$ cat src/rtl/doodler_motion.sv
// Per-frame motion controller for the doodler sprite: jump/gravity physics,
// horizontal steering with screen wrap, world-scroll requests and game-over freeze.
module doodler_motion #(
  parameter int X_INIT      = 320,
  parameter int Y_INIT      = 400,
  parameter int SIZE        = 4,
  parameter int X_MAX       = 639,
  parameter int Y_MAX       = 479,
  parameter int JUMP_V      = 12,
  parameter int GRAVITY     = 1,
  parameter int MAX_FALL    = 10,
  parameter int X_STEP      = 2,
  parameter int SCROLL_LINE = 160
) (
  input  logic       Clk,
  input  logic       Reset_n,
  input  logic       frame_clk,
  input  logic [7:0] keycode,
  input  logic       plat_hit,
  output logic [9:0] DoodleX,
  output logic [9:0] DoodleY,
  output logic [9:0] Doodle_size,
  output logic       scroll_valid,
  output logic [9:0] scroll_amt,
  output logic       dead,
  output logic [1:0] state
);

  localparam logic [1:0] IDLE = 2'd0;
  localparam logic [1:0] RISE = 2'd1;
  localparam logic [1:0] FALL = 2'd2;
  localparam logic [1:0] DEAD = 2'd3;

  localparam logic [7:0] KEY_LEFT  = 8'h04;
  localparam logic [7:0] KEY_RIGHT = 8'h07;
  localparam logic [7:0] KEY_START = 8'h2C;

  localparam logic signed [9:0]  VEL_JUMP = 10'(-JUMP_V);
  localparam logic signed [10:0] GRAV     = 11'(GRAVITY);
  localparam logic signed [10:0] FALL_MAX = 11'(MAX_FALL);
  localparam logic signed [10:0] SLINE    = 11'(SCROLL_LINE);
  localparam logic signed [10:0] Y_DEATH  = 11'(Y_MAX + SIZE);
  localparam logic signed [10:0] XSTEP    = 11'(X_STEP);
  localparam logic signed [10:0] XMAX     = 11'(X_MAX);
  localparam logic signed [10:0] XMOD     = 11'(X_MAX + 1);

  logic              frame_clk_d;
  logic              tick;
  logic signed [9:0] vel;
  logic signed [10:0] y_next, vel_inc, x_left, x_right;
  logic [9:0]        x_steer;
  logic              start_key;

  assign tick        = frame_clk & ~frame_clk_d;
  assign start_key   = (keycode == KEY_START);
  assign dead        = (state == DEAD);
  assign Doodle_size = 10'(SIZE);

  // All arithmetic is 11-bit signed so negative intermediates wrap/clamp correctly.
  always_comb begin
    y_next  = $signed({1'b0, DoodleY}) + $signed({vel[9], vel});
    vel_inc = $signed({vel[9], vel}) + GRAV;
    x_left  = $signed({1'b0, DoodleX}) - XSTEP;
    if (x_left < 11'sd0) x_left = x_left + XMOD;
    x_right = $signed({1'b0, DoodleX}) + XSTEP;
    if (x_right > XMAX) x_right = x_right - XMOD;
    case (keycode)
      KEY_LEFT:  x_steer = x_left[9:0];
      KEY_RIGHT: x_steer = x_right[9:0];
      default:   x_steer = DoodleX;
    endcase
  end

  always_ff @(posedge Clk) begin
    if (!Reset_n) begin
      state        <= IDLE;
      DoodleX      <= 10'(X_INIT);
      DoodleY      <= 10'(Y_INIT);
      vel          <= '0;
      scroll_valid <= 1'b0;
      scroll_amt   <= '0;
      frame_clk_d  <= 1'b0;
    end else begin
      frame_clk_d  <= frame_clk;
      scroll_valid <= 1'b0;
      scroll_amt   <= '0;
      if (tick) begin
        case (state)
          IDLE: begin
            if (start_key) begin
              state <= RISE;
              vel   <= VEL_JUMP;
            end
          end
          RISE: begin
            DoodleX <= x_steer;
            // Sprite is pinned at the scroll line; the overshoot moves the world instead.
            if (y_next < SLINE) begin
              DoodleY      <= 10'(SCROLL_LINE);
              scroll_valid <= 1'b1;
              scroll_amt   <= 10'(SLINE - y_next);
            end else begin
              DoodleY <= y_next[9:0];
            end
            vel <= vel_inc[9:0];
            if (vel_inc >= 11'sd0) state <= FALL;
          end
          FALL: begin
            DoodleX <= x_steer;
            if (plat_hit) begin
              vel   <= VEL_JUMP;
              state <= RISE;
            end else begin
              DoodleY <= y_next[9:0];
              vel     <= (vel_inc > FALL_MAX) ? FALL_MAX[9:0] : vel_inc[9:0];
              if (y_next > Y_DEATH) state <= DEAD;
            end
          end
          default: begin
            if (start_key) begin
              state   <= IDLE;
              DoodleX <= 10'(X_INIT);
              DoodleY <= 10'(Y_INIT);
              vel     <= '0;
            end
          end
        endcase
      end
    end
  end

endmodule

$ cat config.mk
export PLATFORM = sky130hd
export DESIGN_NAME = doodler_motion
export DESIGN_NICKNAME = d
export VERILOG_FILES = /design/src/rtl/doodler_motion.sv
export SDC_FILE = /design/constraint.sdc
export NUM_CORES = 1
export LEC_CHECK = 0
export CORE_ASPECT_RATIO = 1.4
export CORE_UTILIZATION = 49
export CTS_BUF_LIST = sky130_fd_sc_hd__clkbuf_8 sky130_fd_sc_hd__clkbuf_16
export DETAILED_ROUTE_END_ITERATION = 8
export PLACE_DENSITY = 0.77
export SLEW_MARGIN = 25
export SYNTH_ARGS = -nofsm -noshare
export SYNTH_HDL_FRONTEND = slang
export SYNTH_SLANG_ARGS = --single-unit
$ cat constraint.sdc
create_clock -name Clk -period 2.9 [get_ports Clk]
set_input_delay 0.435 -clock Clk [delete_from_list [all_inputs] [get_ports Clk]]
set_output_delay 0.435 -clock Clk [all_outputs]
set_load 0.03 [all_outputs]
==> results.md <==
* Met2 wire length at ~4600 um
* Clock Path Buffers at 2
* Final Skew at approximately 5.4 ps
* DRT met1 WL at ~3400 um
* CTS Sinks at 43
* Initial antenna violation count at 0
* Vias/cell at 6.00
* Synth warnings at 0
* Crit Path Max Fanout at 7
* Dominant cell type by area after synthesis: dfxtp_1
* WL/cell at about 15 um
* Final Core Density at approximately 60%
* CTS tree: done
* Slowest library cell on the worst path: or4b_1
* Worst rel slew slack at approximately two thirds
* Sequential cell area at between 800 and 900 um2
* RSZ-0062 raised after global routing: no
* Row Count at 35
* Inst Count DP at roughly 580
* WL final at between 8000 and 9000 um
* Reg clk slew, reported paths at roughly 80 ps
* Min Hold Slack at ~500 ps
* H-tree depth at 2
* Pleak at about 1.6 nW
* Top cell by count, worst path: buf_4
* Area of the multi-input gates at between 2000 and 2500 um2
* Antenna Cells at 0
* Yosys top cell area share at 24.8%
* Flops & latches, synth at 43
* Synth unique cells at 71
* Cell count after synthesis at ~440
* Top_reg_cell synth: dfxtp_1
* Synth cell count leaders: dfxtp_1, nor2_1, nand2_1
* Number of synthesized flops with an enable pin at 0
* Layout cell share with drive strength beyond 1 at about a tenth
* Crit path largest cell delay at between 500 and 600 ps
* Largest net degree at the start of global routing at 22
* HPWL Detailed at between 6000 and 7000 um
* Worst EP required at between 3000 and 4000 ps
* Die Ht at ~100 um
* CTS root buffer: clkbuf_8
* Nets at around 530
* CP endpoint kind: register
* Worst Slack Setup Final at approximately 130 ps
* Cell Pwr Density at roughly 240 nW/um2
* Setup TNS at 0 ps
* Starting Density at between 50% and 60%
* Max cap viols at 0
* VDD IR-drop max at 0.000144 V
* CTS buffer count at 5
* Initial detailed-routing violation count at about 190
* Congestion Overflow GR at 0
* Worst-skew pair later-pin latency at 290 ps
* Vias in the first global route at between 3,000 and 4,000
* Most frequent cell after synthesis: dfxtp_1
* Worst hold path class: register to register
* Area Overhead vs Synth at 19.5%
* GPL Wtd Cong at a little over 0.9
* Critical Path AT at about 3000 ps
* Hold Fails Final Rpt at 0
* Sequential element share of the synthesized area at 24.8%
* Gr usage total at between 20% and 30%
* Endpoints failing setup at 0
* Slew @ Worst Pin at approximately 500 ps
* Global-route wire length before repair at roughly 14,000 um
* Layout Cells excl Fill at 584
* Core ar. at roughly 6700 um2
* Pre-antenna DRT Iters at 5
* Met3 wire len at 438 um
* Max Freq at ~360 MHz
* Die Wd at approximately 73 um
* Fillers at 626
* Class of the most critical setup path: register to register
* Number of placed I/O pins at 56
* Drt drc at 0
* Fraction of registers with async set or reset after synthesis at 0%
* Synth Cell Area at 3470 um2
* Final antenna-violating net count at 0
* PortBufs at 44
* Max Used Layer: met4
* Max-slew violations at 0
* CP Launch Type: register
* Status: finished, final reports clean
* Via count at 3,502
* Setup slack at placement at approximately 110 ps
* Critical path, cell by cell: ha_2 -> fa_2 -> a211oi_2 -> buf_4 -> or4b_1 -> o2111ai_2 -> buf_4 -> and2_2 -> nand4_1 -> a221o_1 -> mux2i_1
* Syn avg cell area at between 7 and 8 um2
* Final min period at between 2000 and 3000 ps
* Final worst-path cycle share at 95.4%
* Die area at approximately 7400 um2
* Synth area leaders: dfxtp_1, ha_1, xnor2_1
==> worst paths after layout <==
kind	from	endpoint	slack (ps)	depth (start not counted)
worst max-delay path	vel[0]	state[0]	130	11
worst min-delay path	DoodleY[9]	DoodleY[9]	500	2
worst max register to register	vel[0]	state[0]	130	11
worst min register to register	DoodleY[9]	DoodleY[9]	500	2
==> kinds of logic after synthesis <==
group | Yosys count | share of synthesized area (%)
AND/OR/NAND/NOR | 164 | 24.4
XOR/XNOR | 28 | 7.29
AO/OA/AOI/OAI | 124 | 25.0
adder cells (fa/ha/maj) | 24 | 8.88
flip-flops | 43 | 24.8
buffers and inverters | 51 | 7.00
multiplexers | 8 | 2.35
other | 2 | 0.217
==> per-layer routing <==
layer	track usage (%)	up-vias
li1	-	1685
met1	26.7	1625
met2	46.4	144
met3	3.48	48
met4	9.20	0
met5	0	-
==> state kept, by name (all words and copies together) (netlist names) <==
| name | flops |
|---|---|
| DoodleX | 9 |
| DoodleY | 10 |
| frame_clk_d | 1 |
| scroll_amt | 10 |
| scroll_valid | 1 |
| state | 2 |
| vel | 10 |
==> area by class of cell <==
type | count | area share (%)
multi-input cells | 359 | 58.5
flip-flops and latches | 43 | 20.8
repair buffers | 64 | 14.3
well taps | 92 | 2.78
clock buffers | 5 | 1.66
inverters | 18 | 1.63
clock inverters | 3 | 0.302
==> layout by cell type, fill, tap and decap left out, types with 9 or more instances in the layout <==
cell / Yosys / routed
nand2_1: 34 / 34
a21oi_1: 24 / 24
conb_1: 2 / 11
ha_1: 23 / 22
nand3_1: 16 / 16
nor2_1: 41 / 41
buf_4: 11 / 20
inv_1: 18 / 20
nand4_1: 12 / 12
dfxtp_1: 43 / 42
clkdlybuf4s50_1: 0 / 44
xnor2_1: 18 / 18
xor2_1: 9 / 9
o21ai_0: 24 / 24
a21o_1: 10 / 10
==> worst max-delay path, delay by kind of cell (launching register included) <==
kind / cells / cell delay, ps
AOI/OAI and AO/OA: 3 / 600
adders and majority gates: 2 / 440
buffers and inverters: 2 / 350
muxes: 1 / 140
and+or+nand+nor: 3 / 770
DFF: 1 / 350
==> where the power goes <==
| group | leakage, nW | switching, mW | internal [mW] |
|---|---|---|---|
| sequential | 0.347 | 0.000441 | 0.591 |
| clock | 0.0505 | 0.198 | 0.162 |
| combinational | 1.20 | 0.0400 | 0.0229 |
==> repair_timing <==
| item | in CTS | in global routing |
|---|---|---|
| resized for setup | 0 | 6 |
| setup endpoints to repair | 0 | 21 |
| hold buffers | 0 | 0 |
| setup buffers | 0 | 0 |
==> stage by stage <==
step	total power, mW	area [um2]
detailed placement	0.667	4030
global route	1.05	4140
global placement	0.666	4030
finish	1.01	4140
floorplan	0.654	3500
CTS	1.02	4110
Note: power is estimated with default switching activity, not from simulation.
